### src/rtl/fifo_rr_drain_arbiter.sv
// fifo_rr_drain_arbiter
//   Drains NUM_REQ registered-read FIFOs into one valid/ready consumer.
//   Eligible (enabled and non-empty) sources are picked round-robin; each pop
//   is a single-cycle rd_en pulse, the entry is captured one cycle later and
//   held on the output until accepted. Up to BURST_LEN back-to-back pops are
//   taken from one source before the pointer rotates past it.
// Ports
//   clk, rst_n        clock, asynchronous active-low reset
//   cfg_mask_i        per-source enable
//   fifo_empty_i      per-source empty flag
//   fifo_rd_en_o      per-source read pulse (one-hot or zero)
//   fifo_rd_data_i    packed read data, source k at [k*DATA_WIDTH +: DATA_WIDTH]
//   out_valid_o       output entry valid
//   out_ready_i       consumer accepts the entry
//   out_data_o        popped entry
//   out_src_o         source index of the popped entry
//   grant_cnt_o       completed handshakes, wraps at 2^16
module fifo_rr_drain_arbiter #(
    parameter int unsigned NUM_REQ    = 4,
    parameter int unsigned DATA_WIDTH = 64,
    parameter int unsigned BURST_LEN  = 2
) (
    input  logic                            clk,
    input  logic                            rst_n,
    input  logic [NUM_REQ-1:0]              cfg_mask_i,
    input  logic [NUM_REQ-1:0]              fifo_empty_i,
    output logic [NUM_REQ-1:0]              fifo_rd_en_o,
    input  logic [NUM_REQ*DATA_WIDTH-1:0]   fifo_rd_data_i,
    output logic                            out_valid_o,
    input  logic                            out_ready_i,
    output logic [DATA_WIDTH-1:0]           out_data_o,
    output logic [$clog2(NUM_REQ)-1:0]      out_src_o,
    output logic [15:0]                     grant_cnt_o
);

    localparam int unsigned SRC_W = $clog2(NUM_REQ);
    localparam int unsigned BC_W  = (BURST_LEN > 1) ? $clog2(BURST_LEN) : 1;

    localparam logic [1:0] ST_ARB  = 2'd0;
    localparam logic [1:0] ST_RD   = 2'd1;
    localparam logic [1:0] ST_WAIT = 2'd2;
    localparam logic [1:0] ST_OUT  = 2'd3;

    localparam logic [NUM_REQ-1:0] ONE_HOT0 = NUM_REQ'(1);

    logic [1:0]            state_q, state_d;
    logic [SRC_W-1:0]      rr_ptr_q, rr_ptr_d;
    logic [BC_W-1:0]       burst_cnt_q, burst_cnt_d;
    logic [SRC_W-1:0]      grant_q, grant_d;
    logic [NUM_REQ-1:0]    fifo_rd_en_q, fifo_rd_en_d;
    logic                  out_valid_q, out_valid_d;
    logic [DATA_WIDTH-1:0] out_data_q, out_data_d;
    logic [SRC_W-1:0]      out_src_q, out_src_d;
    logic [15:0]           grant_cnt_q, grant_cnt_d;

    logic [NUM_REQ-1:0]    elig_c;
    logic [SRC_W-1:0]      pick_c;

    assign elig_c = cfg_mask_i & ~fifo_empty_i;

    // Round-robin pick: scan offsets high to low so the lowest offset from rr_ptr wins.
    always_comb begin
        int unsigned idx;
        pick_c = '0;
        idx    = 0;
        for (int unsigned i = NUM_REQ; i > 0; i--) begin
            idx = (32'(rr_ptr_q) + i - 1) % NUM_REQ;
            if (elig_c[idx]) begin
                pick_c = SRC_W'(idx);
            end
        end
    end

    // Next-state and registered-output logic.
    always_comb begin
        state_d      = state_q;
        rr_ptr_d     = rr_ptr_q;
        burst_cnt_d  = burst_cnt_q;
        grant_d      = grant_q;
        fifo_rd_en_d = '0;
        out_valid_d  = out_valid_q;
        out_data_d   = out_data_q;
        out_src_d    = out_src_q;
        grant_cnt_d  = grant_cnt_q;

        case (state_q)
            ST_ARB: begin
                if (elig_c != '0) begin
                    grant_d      = pick_c;
                    burst_cnt_d  = '0;
                    fifo_rd_en_d = ONE_HOT0 << pick_c;
                    state_d      = ST_RD;
                end
            end
            ST_RD: begin
                state_d = ST_WAIT;
            end
            ST_WAIT: begin
                // FIFO read data is valid this cycle (one-cycle read latency).
                out_data_d  = fifo_rd_data_i[32'(grant_q)*DATA_WIDTH +: DATA_WIDTH];
                out_src_d   = grant_q;
                out_valid_d = 1'b1;
                state_d     = ST_OUT;
            end
            ST_OUT: begin
                if (out_ready_i) begin
                    out_valid_d = 1'b0;
                    grant_cnt_d = grant_cnt_q + 16'd1;
                    // fifo_empty_i already reflects the pop, so elig tells whether another entry exists.
                    if ((32'(burst_cnt_q) < BURST_LEN - 1) && elig_c[grant_q]) begin
                        burst_cnt_d  = burst_cnt_q + BC_W'(1);
                        fifo_rd_en_d = ONE_HOT0 << grant_q;
                        state_d      = ST_RD;
                    end else begin
                        rr_ptr_d = (grant_q == SRC_W'(NUM_REQ - 1)) ? '0 : grant_q + SRC_W'(1);
                        state_d  = ST_ARB;
                    end
                end
            end
            default: begin
                state_d = ST_ARB;
            end
        endcase
    end

    // State and output registers.
    always_ff @(posedge clk or negedge rst_n) begin
        if (!rst_n) begin
            state_q      <= ST_ARB;
            rr_ptr_q     <= '0;
            burst_cnt_q  <= '0;
            grant_q      <= '0;
            fifo_rd_en_q <= '0;
            out_valid_q  <= 1'b0;
            out_data_q   <= '0;
            out_src_q    <= '0;
            grant_cnt_q  <= '0;
        end else begin
            state_q      <= state_d;
            rr_ptr_q     <= rr_ptr_d;
            burst_cnt_q  <= burst_cnt_d;
            grant_q      <= grant_d;
            fifo_rd_en_q <= fifo_rd_en_d;
            out_valid_q  <= out_valid_d;
            out_data_q   <= out_data_d;
            out_src_q    <= out_src_d;
            grant_cnt_q  <= grant_cnt_d;
        end
    end

    assign fifo_rd_en_o = fifo_rd_en_q;
    assign out_valid_o  = out_valid_q;
    assign out_data_o   = out_data_q;
    assign out_src_o    = out_src_q;
    assign grant_cnt_o  = grant_cnt_q;

endmodule

### config.mk
export PLATFORM = sky130hd
export DESIGN_NAME = fifo_rr_drain_arbiter
export DESIGN_NICKNAME = d
export VERILOG_FILES = /design/src/rtl/fifo_rr_drain_arbiter.sv
export SDC_FILE = /design/constraint.sdc
export NUM_CORES = 1
export LEC_CHECK = 0
export BUFFER_PORTS_ARGS = -buffer_cell sky130_fd_sc_hd__buf_2
export CAP_MARGIN = 10
export CORE_AREA = 2 2 139 141
export DETAILED_ROUTE_END_ITERATION = 7
export DIE_AREA = 0 0 141 143
export HOLD_SLACK_MARGIN = 0.02
export PLACE_DENSITY_LB_ADDON = 0.2
export SLEW_MARGIN = 15
export SYNTH_ARGS = -nofsm -noshare
export SYNTH_HDL_FRONTEND = slang
export SYNTH_SLANG_ARGS = --single-unit
### constraint.sdc
create_clock -name clk -period 2.9 [get_ports clk]
set_input_delay 0.87 -clock clk [delete_from_list [all_inputs] [get_ports clk]]
set_output_delay 0.87 -clock clk [all_outputs]
set_load 0.02 [all_outputs]
Yosys cells after proc, flatten, opt, wreduce, memory -nomap -nowiden
Index checks and enable logic that the tools add are counted.
{ "op_classes": {"addsub": 11, "order_cmp": 6, "eq_ne": 7, "n_shift": 3, "n_mux": 29, "n_bitwise": 3, "n_reduce_logical": 11} }
{ "op_table": {"columns": ["cell", "n"], "rows": [
  ["256-bit by 9-bit indexed part select with 64-bit output", 1],
  ["16-bit by 1-bit adder with 16-bit output, second input constant", 1],
  ["2-bit by 3-bit less-than comparator with 1-bit output, second input constant", 5],
  ["2-bit 2-to-1 mux", 7],
  ["4-bit 2-to-1 mux", 3],
  ["1-bit binary-select mux with 2-bit select", 5],
  ["1-bit 2-to-1 mux", 10],
  ["2-bit case mux with 4 select lines", 1],
  ["4-bit case mux with 2 select lines", 1],
  ["2-bit AND reduction", 4],
  ["1-bit by 2-bit left shift with 4-bit output, first input constant", 2],
  ["2-bit by 1-bit subtractor with 2-bit output, second input constant", 4],
  ["2-bit by 1-bit adder with 2-bit output, second input constant", 3],
  ["2-bit equality test, second input constant", 3],
  ["2-bit != test, second input constant", 3],
  ["2-bit adder, second input constant", 2],
  ["4-bit AND", 1],
  ["4-bit NOT", 1],
  ["1-bit case mux with 2 select lines", 2],
  ["4-bit AND reduction", 1],
  ["2-bit nonzero test", 2],
  ["4-bit nonzero test", 1],
  ["3-bit AND reduction", 1],
  ["2-bit by 1-bit equality test with 1-bit output, second input constant", 1],
  ["other kinds (5)", 5]
]} }
{ "totals": {"regBits": 94, "in_bits": 267, "output_inout_bits": 87} }

Longest topological paths before layout
{ "depth": {"ltp_word": 11, "depth_mapped": 6} }

Least setup slack after synthesis
No wires, ideal clock.
{ "synth_path": {"kind": "input port to flip-flop", "from": "input cfg_mask_i[2]", "to": "register rr_ptr_q[1]", "arrival_ns": 2.028, "path_slack_ns": 0.745, "path_stages": 4, "cell_sequence": "nor2b_2 mux4_2 a21o_1 mux2_1"} }
{ "synth_via": {"elab_chain_len": 6} }
{ "synth_lines": {"columns": ["element", "line_no", "text"], "rows": [
  ["from (decl)", "25", "input logic [NUM_REQ-1:0] cfg_mask_i,"],
  ["4-bit AND", "59", "assign elig_c = cfg_mask_i & ~fifo_empty_i;"],
  ["1-bit binary-select mux with 2-bit select", "110", "if ((32'(burst_cnt_q) < BURST_LEN - 1) && elig_c[grant_q]) begin"],
  ["1-bit 2-to-1 mux (implied by the code)", "110", null],
  ["1-bit logical AND", "110", null],
  ["1-bit NOT (no source line)", null, null],
  ["3-bit AND reduction (no source line)", null, null],
  ["to (signal assigned)", "140", "rr_ptr_q <= rr_ptr_d;"],
  ["to (decl)", "47", "logic [SRC_W-1:0] rr_ptr_q, rr_ptr_d;"]
]} }
No other way between the ends. The select of a mux whose other input is x is not followed.
A chain may end at the register's enable or synchronous reset.

Final worst setup path
{ "layout_path": {"from": "register grant_q[0]", "to": "register out_data_q[49], in the netlist out_data_o[49]"} }
{ "layout_via": {"elab_chain_len": 1} }
{ "layout_lines": {"columns": ["element", "line_no", "text"], "rows": [
  ["from (decl)", "49", "logic [SRC_W-1:0] grant_q, grant_d;"],
  ["from (signal assigned)", "142", "grant_q <= grant_d;"],
  ["256-bit by 9-bit indexed part select with 64-bit output", "100", "out_data_d = fifo_rd_data_i[32'(grant_q)*DATA_WIDTH +: DATA_WIDTH];"],
  ["to (signal assigned)", "145", "out_data_q <= out_data_d;"],
  ["to (decl)", "52", "logic [DATA_WIDTH-1:0] out_data_q, out_data_d;"]
]} }
No other way between the ends.

==> impl_results.md <==
- Final #Nets: 968
- Status: finished clean
- Die area: 20200 um^2
- CTS Buffer Depth: 2
- Hold Path Class: input port to asynchronous set/reset pin
- Vias in the first global route: 4974
- Initial antenna violation count: 1
- Mapped Area: 5400 um^2
- Clk_skew: 8.23 ps
- Top cell type's share of synthesized area: 0.435
- EDFF count, synth: 0
- CTS tree: yes
- Post-CTS setup buffer count: 0
- Total GRT Usage: 0.165
- R2r startpoint: grant_q[0]
- Mapped Cells: 344
- Cts bufs inserted: 9
- Die height: 143 um
- FF/Latch Area: about 2400 um^2
- Seq/Total Area, Yosys: 0.435
- Reg2Reg Depth: 3
- Post-route ant nets: 0
- Most common library cell in the layout ignoring fill and taps: buf_2
- Worst skew pair latency: 340 ps
- Top cells by area, synth: dfrtp_1 (44%), mux4_2 (27%), mux2_2 (14%), xnor2_1 (1.9%), ha_1 (1.9%)
- Antenna Cells: 0
- Row cnt: 50
- Placed wire-length estimate: 13800 um
- Max Cap Violations: 0
- Cells after DPL: 916
- Cell Pwr Density: 967 nW/um^2
- Unrepaired setup endpoints after global routing: false
- Static Leak: 3.68 nW
- Mean post-synth cell area: 15.7 um^2
- Fraction of synthesis flops using an asynchronous set or reset pin: 1.00
- CP required: 3120 ps
- CP Launch Point: grant_q[0]
- Tcrit/Tclk final: 0.725
- Layout Cells excl Fill: just over 900
- Vias per cell: 4.90
- Core footprint: 18600 um^2
- Root Buffer: clkbuf_16
- Fin Setup TNS: 0 ps
- Largest net degree at the start of global routing: just over 40
- Fmax achieved: 0.475 GHz
- Final hold vios: 0
- Mapped Nets: slightly above 600
- Starting Density: 0.291
- Routed wire length per instance: 18.1 um
- Grt total ovfl: 0
- Max-slew headroom: 0.562
- Multi-input gate area: 2910 um^2
- Clock Sinks: 94
- R2R Setup Slk: 800 ps
- Post-CTS resize count: 0
- Via Count: around 4.6k
- CP Class: flop to flop
- Final Max Tran Viols: 0
- DR DRC count: 0
- PortBufs: 353
- Max VDD drop: 0.368 mV
- Slew @ Worst Pin: 657 ps
- Crit path capture type: flop
- H-tree depth: 3
- Hold_buf cts: 0
- Area growth from synthesis to layout: 44.4%
- DRT iter0 DRCs: 131
- Tmin final: 2100 ps
- Finished Cell Area: a little under 8000 um^2
- I/O pins: 354
- Setup crit start kind: flop
- Worst Path Arrival: 2330 ps
- Die width: between 100 and 150 um
- GPL Wtd Cong: 0.886
- Placed cell area: 7470 um^2
- Most frequent cells in the layout: buf_2 (352), dfrtp_1 (92), mux2_2 (67)
- Top FF cell, synth: dfrtp_1
- Share of post-route cells with drive strength above 1: 0.742
- # setup viols final: 0
- Filler cells: 1774
- Yosys top cell by area: dfrtp_1
- Global-route wire length before repair: 25700 um
- FF+latch count, synth: 94
- CTS clk-pin slew, worst paths: 70 ps
- Post-synthesis cell type count: 45
- FF-to-FF End: out_data_o[49]
- Synth Warn #: 0
- Initial DRT Pass Iterations: 6
- Routed wire length: between 15000 and 20000 um
- Crit path max fanout: 33
[Yosys cell counts (2+ instances only)]
cell type  instances
ha_1               8
nand4_1            7
mux4_2            65
nand2_1            7
a21oi_1            2
a32o_1             4
nor2b_2            3
inv_1              6
buf_6              4
xnor2_1           12
nor2_1             6
nor3_1             2
and4_1             2
o21ai_1            3
mux2_1             3
clkbuf_1           4
mux2_2            67
buf_2              8
dfrtp_1           94
buf_1              7
xor2_1             3
nand3_1            4
[kinds of logic after synthesis]
group	count (synthesis)	synth area share
simple gates	41	0.0463
compound gates	21	0.0306
xor+xnor	15	0.0243
mux	135	0.417
buf+inv	30	0.0282
flops	94	0.435
fa+ha+maj	8	0.0185
[sequential cells by signal, indices dropped and copies added (netlist names)]
register / cells
out_src_o: 2
grant_q: 2
fifo_rd_en_o: 4
burst_cnt_q: 1
rr_ptr_q: 2
out_valid_o: 1
grant_cnt_o: 16
out_data_o: 64
state_q: 2
[stage by stage]
step | setup WS, ps | hold WS [ps] | util | power, W
floorplan | 745 | 508 | - | 0.00504
global placement | 604 | 459 | 0.402 | 0.00629
detailed placement | 588 | 463 | 0.402 | 0.00635
CTS | 739 | 401 | 0.420 | 0.00769
global route | 653 | 412 | 0.420 | 0.00803
finish | 796 | 402 | 0.420 | 0.00755
[critical path: stages (launching register included)]
cell	delay (ps)
dfrtp_4	850
buf_12	280
mux4_2	560
mux2_2	290
[final cells by class]
cell class	count	area share
Clock buffer	12	0.0329
Clock inverter	4	0.00994
Inverter	7	0.00337
Multi-Input combinational cell	220	0.373
Sequential cell	94	0.302
Tap cell	234	0.0375
Timing Repair Buffer	361	0.241
[how the worst max path moves through the flow]
stage | to | slack (ps) | cells past startpoint
final | out_data_o[49] | 800 | 3
after global routing | rr_ptr_q[0] | 650 | 4
after CTS | out_data_o[49] | 740 | 3
after detailed placement | fifo_rd_en_o[0] | 590 | 5
after global placement | rr_ptr_q[1] | 600 | 5
after floorplan | rr_ptr_q[1] | 740 | 4
[report_power, final]
group | leakage (nW) | total (W) | switching (W) | internal, W
registers | 1.14 | 0.00231 | 0.000411 | 0.00190
logic | 2.38 | 0.00394 | 0.00195 | 0.00198
clock network | 0.163 | 0.00130 | 0.000492 | 0.000807
[routing by layer]
metal | vias to the layer above | global-route usage | part of all wire
met5 | - | 0 | 0.00095
met4 | 2 | 0.0600 | 0.024
met3 | 34 | 0.0362 | 0.061
met2 | 185 | 0.309 | 0.55
met1 | 2272 | 0.183 | 0.37
li1 | 2071 | - | -
Power figures use the tool's default switching activity.
